**src/rtl/serial_word_receiver.sv**
```systemverilog
// Serial-to-parallel word receiver with a one-word output register.
// Bit order is chosen per word, and a word that completes while the output is still held is dropped.
module serial_word_receiver #(
    parameter int WIDTH = 4
) (
    input  logic             clk,
    input  logic             reset,
    input  logic             sin,
    input  logic             sin_valid,
    input  logic             msb_first,
    output logic [WIDTH-1:0] q,
    output logic             q_valid,
    input  logic             q_ready,
    output logic             busy,
    output logic             overrun
);

    localparam int CW = (WIDTH > 1) ? $clog2(WIDTH) : 1;
    localparam logic [CW-1:0] LAST = CW'(WIDTH - 1);

    typedef enum logic {
        IDLE  = 1'b0,
        SHIFT = 1'b1
    } state_t;

    state_t           state;
    state_t           state_next;
    logic [CW-1:0]    cnt;
    logic [CW-1:0]    cnt_next;
    logic [WIDTH-1:0] sr;
    logic [WIDTH-1:0] sr_next;
    logic             order;
    logic             order_next;
    logic [WIDTH-1:0] q_next;
    logic             q_valid_next;
    logic             overrun_next;
    logic             word_done;

    function automatic logic [WIDTH-1:0] shift_in(
        input logic [WIDTH-1:0] cur,
        input logic             bit_in,
        input logic             msb
    );
        if (msb) begin
            return {cur[WIDTH-2:0], bit_in};
        end
        return {bit_in, cur[WIDTH-1:1]};
    endfunction

    // State register: every register clears on reset, data included.
    always_ff @(posedge clk) begin
        if (reset) begin
            state   <= IDLE;
            cnt     <= '0;
            sr      <= '0;
            order   <= 1'b0;
            q       <= '0;
            q_valid <= 1'b0;
            overrun <= 1'b0;
        end else begin
            state   <= state_next;
            cnt     <= cnt_next;
            sr      <= sr_next;
            order   <= order_next;
            q       <= q_next;
            q_valid <= q_valid_next;
            overrun <= overrun_next;
        end
    end

    // Next-state logic: the first bit of a word fixes its bit order.
    always_comb begin
        state_next = state;
        cnt_next   = cnt;
        sr_next    = sr;
        order_next = order;
        word_done  = 1'b0;
        case (state)
            IDLE: begin
                if (sin_valid) begin
                    order_next = msb_first;
                    sr_next    = shift_in(sr, sin, msb_first);
                    cnt_next   = CW'(1);
                    state_next = SHIFT;
                end
            end
            SHIFT: begin
                if (sin_valid) begin
                    sr_next = shift_in(sr, sin, order);
                    if (cnt == LAST) begin
                        cnt_next   = '0;
                        state_next = IDLE;
                        word_done  = 1'b1;
                    end else begin
                        cnt_next = cnt + CW'(1);
                    end
                end
            end
        endcase
    end

    // Output logic: a consume on the same edge frees the slot for the new word.
    always_comb begin
        q_next       = q;
        q_valid_next = q_valid;
        overrun_next = 1'b0;
        busy         = (state == SHIFT);
        if (word_done) begin
            if (!q_valid || q_ready) begin
                q_next       = sr_next;
                q_valid_next = 1'b1;
            end else begin
                overrun_next = 1'b1;
            end
        end else if (q_valid && q_ready) begin
            q_valid_next = 1'b0;
        end
    end

endmodule

```
**config.mk**
```make
export PLATFORM = sky130hd
export DESIGN_NAME = serial_word_receiver
export DESIGN_NICKNAME = d
export VERILOG_FILES = /design/src/rtl/serial_word_receiver.sv
export SDC_FILE = /design/constraint.sdc
export NUM_CORES = 1
export LEC_CHECK = 0
export ABC_AREA = 0
export CORE_MARGIN = 10
export CORE_UTILIZATION = 25
export CTS_BUF_LIST = sky130_fd_sc_hd__clkbuf_16
export CTS_CLUSTER_SIZE = 14
export DETAILED_ROUTE_END_ITERATION = 10
export DONT_BUFFER_PORTS = 1
export SYNTH_ARGS = -nofsm -noshare
export SYNTH_HDL_FRONTEND = slang
export SYNTH_SLANG_ARGS = --single-unit
```
**constraint.sdc**
```tcl
create_clock -name clk -period 3.7 [get_ports clk]
set_input_delay 0.74 -clock clk [delete_from_list [all_inputs] [get_ports clk]]
set_output_delay 0.74 -clock clk [all_outputs]
set_load 0.01 [all_outputs]
```
* Word level (Yosys, flattened, before mapping) *
Index checks and enable logic that the tools add are counted.

operators by class
  add/subtract/negate cells = 1
  eq/ne operators = 4
  multiplexer cells = 28
  bitwise gates (word level) = 2
  reduce and logical (&&, ||, !) cells = 9

operators with widths
  cell                                                   number
  two-way mux 4 bit                                      6
  two-way mux 1 bit                                      16
  one-hot mux 4 bit (2 select lines)                     1
  AND reduction 2 bit                                    4
  two-way mux 2 bit                                      3
  inequality test 2 bit, second input constant           2
  one-hot mux 2 bit (2 select lines)                     1
  adder 2 x 1 -> 2 bit, second input constant            1
  == test 2 bit, second input constant                   1
  inequality test 2 x 1 -> 1 bit, second input constant  1
  inverter 1 bit                                         2
  one-hot mux 1 bit (2 select lines)                     1
  nonzero test 2 bit                                     1
  OR reduction 2 bit                                     1
  logical AND 1 bit                                      1
  logical NOT 1 bit                                      1
  logical OR 1 bit                                       1

word-level totals
  flip-flop bits (word level) = 14
  output and inout bits = 7
  logic and storage cells = 51

* Longest topological paths before layout *
Gate-level depths: netlist of the first run.

  depth in word-level cells = 6
  gate-level depth with buffers = 4

* Worst setup path after synthesis of the first run *
Ideal clock, no wire load.

  path type = input -> register
  start point = input sin_valid
  end point = register sr[0]
  library setup time = 0.129 ns
  arrival = 1.350 ns
  data required time = 3.571 ns
  path slack = 2.222 ns
  stages = 4
  buffers on the path = 1
  path through = and2_2 -> buf_2 -> a221oi_1 -> nor2_1

on the way
  longest elaborated chain between the ends = 2
  elaborated cells between the ends (all ways) = 3

RTL lines
  what                                         line    text
  from (decl)                                  9       input logic sin_valid,
  two-way mux 4 bit, on equally long branches  88, 80
  one-hot mux 4 bit (2 select lines) *         78      case (state)
  to (signal assigned)                         63      sr <= sr_next;
  to (decl)                                    30      logic [WIDTH-1:0] sr;

Mark *: on every way between the ends. The rest lies on a longest branch, timed or not.
A chain may end at the register's enable or synchronous reset.

* Worst setup path in the final report of the first run *
  start point = register state, in the netlist busy
  end point = output busy

RTL lines
  what                    line  text
  from (decl)             26    state_t state;
  from (signal assigned)  61    state <= state_next;
  to (decl)               14    output logic busy,

No word-level cell between the ends.

==> flow_summary.yaml, run 1 <==
run_status:
  status: "completed"
synthesis:
  synthAdderAreaFrac_pct: 2.00
  synth_fp_nets: 72
  synth_top_cell_area_share_pct: 44.9
  synthSimpleGateAreaFrac_pct: 17.6
  ys_top_cells_by_count: "14 x dfxtp_1, 9 x nor2_1, 5 x a21oi_1, 5 x mux2_2"
  synth-edff-count: 0
  synthMuxAreaShare_pct: 15.4
  synth-xor-area-share_pct: 0
  seq_area_frac_synth_pct: 44.9
  synth_ff_type: "dfxtp_1"
  yosysMostFrequentCell: "dfxtp_1"
  synth_cell_types: 21
  avgSynthCellArea_um2: 9.61
  synth_async_sr_flop_share_pct: 0
  synth_area_leaders: "dfxtp_1 45%, mux2_2 9.0%, mux2i_1 6.4%"
  yosysWarningCount: 0
  yosysTopAreaCell: "dfxtp_1"
  syn-cell-area_um2: 624
  synth_compound_area_share_pct: 17.8
  synth_top_family_by_area: "compound AO/OA/AOI/OAI gates"
  ys_seq_elements: 14
  synthCells: 65
routing:
  wl_met3_um: 57
  drt-met1-wl_um: 652
  routed_wl_um: 1300
  ant_nets: 0
  drc_errors: 0
  first_pass_iters: 3
  via_count: 480
  routed-wl-met2_um: 565
  initialDrtViolationCount: 61
  wl_per_cell_um: 13.6
  vias_per_cell: 5.00
  top_layer_used: "met4"
placed_design:
  io_buffers: 0
  dp_hpwl_um: 982
  place_congestion: 0.778
  dp.cells: 92
floorplan:
  fp-row-count: 18
  initial_utilization_pct: 25.7
  die_w_um: 70.0
  core_area_um2: 2430
  io_pins: 13
  fp.dieArea_um2: 4900
  die_y_um: 70.0
worst_setup_path:
  path_class: "reg -> out"
  ff2ff_path_depth: 3
  worst_ep_arrival_time_ns: 0.74
  critPathRequiredTime_ns: 2.96
  worst_setup_path_start_kind: "flip-flop"
  worst-path-max-fanout: 7
  crit_cells: 0
  crit_path_end_kind: "output pin"
clock_tree:
  cts_inserted_buffers: 3
  clock-sinks: 14
  htreeDepth: 1
  clk_latency_ns: 0.24
  clk_pin_slew_ns: 0.04
  hold_buffers: 0
  post-cts-setup-buffers: 0
  cts_tree: "built"
  cts.path.max_buffers: 2
  clock-root-buffer: "clkbuf_16"
  cts_resized: 0
worst_hold_path:
  min_path_cells: 2
  hold_class: "reg -> reg"
power:
  p_leak_nw: 0.263
  powerDensity_nw_per_um2: 534
  ir_drop_uv: 454
cells_and_area:
  drive_gt1_share_pct: 16.7
  fillers: 266
  layoutNonFillerInstCount: 96
  areaGrowthSynthToFinish_pct: 16.4
  finalNetCount: 74
  antenna_cells: 0
run:
  drv_cap: 0
timing:
  setup_viol: 0
  finalHoldViolCount: 0
  fin_setup_tns_ns: 0
  slew_headroom_pct: 80.2
  fmax_ghz: 0.675
  fin_worst_skew_ns: 0.00348
  worstMarginPinSlew_ns: 0.289
  drv_slew: 0
  rsz0062_at_grt: "false"
  final.min_clock_period_ns: 1.48
  fin_crit_sh_pct: 40.1
grt:
  antenna_found_initial: 0
  grt_max_degree: 15
  grt_pass1_vias: 448
  grt_pass1_wl_um: 2150
  grt_usage_pct: 5.27
  grt-ovfl-total: 0
## final timing paths
path / startpoint / endpoint / slack, ns
setup / recovery: busy$_SDFF_PP0_ / busy / 2.22
hold / removal: sr[3]$_SDFF_PP0_ / sr[3]$_SDFF_PP0_ / 0.52
setup reg to reg: busy$_SDFF_PP0_ / q[1]$_SDFFE_PP0P_ / 2.31
hold reg to reg: sr[3]$_SDFF_PP0_ / sr[3]$_SDFF_PP0_ / 0.52
## metrics by stage
step / setup slack (ns) / utilization, % / power (W) / area, µm² / hold WS [ns]
2_1_floorplan: 2.22 / - / 0.000186 / 624 / 0.481
3_3_place_gp: 2.21 / 26.6 / 0.000187 / 648 / 0.497
3_5_place_dp: 2.18 / 26.6 / 0.000187 / 648 / 0.510
4_1_cts: 2.21 / 29.9 / 0.000393 / 727 / 0.516
5_1_grt: 2.19 / 29.9 / 0.000403 / 727 / 0.551
6_report: 2.22 / 29.9 / 0.000388 / 727 / 0.515
## routing by layer
metal	up-vias	track usage [%]
li1	240	-
met1	232	6.49
met2	6	7.15
met3	2	1.98
met4	0	3.95
met5	-	0
## cell usage in the layout, fill, tap and decap left out
cell type,Yosys,layout
a31oi_1,1,1
o211ai_1,1,1
clkbuf_16,0,3
nand2b_1,1,1
mux2_2,5,5
nand3_1,1,1
nor2b_1,4,4
dfxtp_1,14,14
nor2_1,9,9
a21oi_1,5,5
a211oi_1,3,3
o21ai_0,4,4
and2_2,1,1
nor3_1,1,1
a211oi_2,1,1
nand4_1,3,3
and2b_2,1,1
clkinv_1,0,1
ha_1,1,1
a221oi_1,2,2
mux2i_1,4,4
## sequential cells by signal, indices dropped and copies added, names as in the netlist
name	cells
busy	1
cnt	2
order	1
overrun	1
q	4
q_valid	1
sr	4
## worst register-to-register path, stage by stage, from the launching register on
cell	delay, ns
dfxtp_1	0.50
mux2i_1	0.36
mux2i_1	0.31
a211oi_1	0.10
## cell type report
| type | instances | area (µm²) | area share [%] |
|---|---|---|---|
| tap | 30 | 37.5 | 5.16 |
| multi-input combinational | 48 | 330 | 45.4 |
| sequential | 14 | 280 | 38.6 |
| clock inverter | 1 | 3.75 | 0.516 |
| clock buffer | 3 | 75.1 | 10.3 |
## cell families (layout without fill, tap and decap cells)
family,count (synthesis),count (layout)
AOI/OAI and AO/OA,17,17
adders and majority gates,1,1
muxes,9,9
and+or+nand+nor,21,21
buffers and inverters,3,4
DFF,14,14
## power breakdown
part	switching, W	internal [W]
Clock	0.0000606	0.000143
Sequential	0.00000587	0.000157
Combinational	0.00000923	0.0000128
Power figures use the tool's default switching activity.
==> inputs of run 2 (changes only) <==
==> constraint.sdc (replaced) <==
create_clock -name clk -period 1.31 [get_ports clk]
set_input_delay 0.262 -clock clk [delete_from_list [all_inputs] [get_ports clk]]
set_output_delay 0.262 -clock clk [all_outputs]
set_load 0.01 [all_outputs]
==> flow_summary.yaml, run 2 (synthesized netlist as in run 1, its figures left out) <==
run_status:
  status: "completed"
clock_tree:
  post-cts-setup-buffers: 0
  htreeDepth: 1
  clk_latency_ns: 0.24
  clock-sinks: 14
  cts_tree: "built"
  cts_inserted_buffers: 3
  cts.path.max_buffers: 2
  clock-root-buffer: "clkbuf_16"
  clk_pin_slew_ns: 0.05
timing:
  drv_slew: 0
  finalHoldViolCount: 0
  slew_headroom_pct: 79.5
  worstMarginPinSlew_ns: 0.299
  setup_viol: 0
  final.min_clock_period_ns: 1.24
  fin_worst_skew_ns: 0.00214
  rsz0062_at_grt: "false"
  fmax_ghz: 0.809
  fin_crit_sh_pct: 94.4
  fin_setup_tns_ns: 0
  hold_slack_ns: 0.0805
worst_setup_path:
  worst_ep_arrival_time_ns: 1.35
  worst-path-max-fanout: 2
  r2r_slack_ns: 0.07
  crit_path_end_kind: "flip-flop"
  worst_setup_path_start_kind: "flip-flop"
  critPathRequiredTime_ns: 1.42
  path_class: "reg -> reg"
routing:
  wl_per_cell_um: 15.2
  ant_nets: 0
  initialDrtViolationCount: 42
  drc_errors: 0
  routed_wl_um: 1520
  via_count: 511
  vias_per_cell: 5.11
  first_pass_iters: 4
cells_and_area:
  drive_gt1_share_pct: 22.9
  final_common_cell: "dfxtp_1"
  final_cell_mix: "13 x dfxtp_1, 9 x nor2_1, 5 x mux2_2, 5 x a21oi_1"
  areaGrowthSynthToFinish_pct: 21.4
  top_regs: "q x4, sr x4, cnt x2"
  antenna_cells: 0
  final_area_um2: 758
  finalNetCount: 78
placed_design:
  dpl_cell_area_um2: 678
  place_congestion: 0.727
  io_buffers: 0
  dp_hpwl_um: 1030
grt:
  grt_pass1_wl_um: 2470
  antenna_found_initial: 0
  grt_max_degree: 15
  grt_usage_pct: 6.19
  grt_pass1_vias: 488
  grt-ovfl-total: 0
floorplan:
  core_area_um2: 2430
  fp-row-count: 18
  die_y_um: 70.0
  die_w_um: 70.0
  io_pins: 13
  fp.dieArea_um2: 4900
  initial_utilization_pct: 25.7
run:
  drv_cap: 0
power:
  p_leak_nw: 0.284
  power_w: 0.00111
  ir_drop_uv: 798
  powerDensity_nw_per_um2: 1470
worst_hold_path:
  hold_class: "in -> reg"
run 2: through the flow:
stage / utilization [%] / cells / setup slack (ns)
2_1_floorplan: - / 65 / 0.0673
3_3_place_gp: 27.9 / 96 / 0.0936
3_5_place_dp: 27.9 / 96 / 0.0746
4_1_cts: 31.1 / 100 / 0.0631
5_1_grt: 31.2 / 100 / 0.00214
6_report: 31.2 / 100 / 0.0733
run 2: power by group:
| group | leakage, nW | switching [W] | internal [W] |
|---|---|---|---|
| clock network | 0.0385 | 0.000177 | 0.000404 |
| registers | 0.115 | 0.0000142 | 0.000443 |
| logic | 0.130 | 0.0000322 | 0.0000445 |
| total | 0.284 | 0.000223 | 0.000891 |
run 2: path summary, 6_finish.rpt:
check	from	end	depth (start not counted)
max reg2reg	busy$_SDFF_PP0_	q[1]$_SDFFE_PP0P_	3
max	busy$_SDFF_PP0_	q[1]$_SDFFE_PP0P_	3
min reg2reg	q[3]$_SDFFE_PP0P_	q[3]$_SDFFE_PP0P_	2
min	reset	order$_SDFFE_PP0P_	1
run 2: cell type report:
cell class              instances  area (µm²)
fillers                       262        1670
clock buffers                   3        75.1
multi-input cells              48         330
clock inverters                 1        3.75
well taps                      30        37.5
repair buffers                  4        30.0
flip-flops and latches         14         282
run 2: repair_timing:
item	4_1_cts	5_1_grt
gates resized for setup	0	1
hold buffers	0	0
hold endpoints to repair	0	0
endpoints found under the setup margin	0	2
run 2: per-layer routing:
metal  global-route usage (%)  routed length [µm]
met1                     6.27                 682
met2                     9.77                 702
met3                     1.98                  74
met4                     5.92                  57
met5                        0                   0
run 2: worst max-delay path, cell delays in order, from the launching register on:
cell      delay (ns)
dfxtp_1         0.36
mux2i_1         0.28
mux2i_1         0.35
a211oi_1        0.12
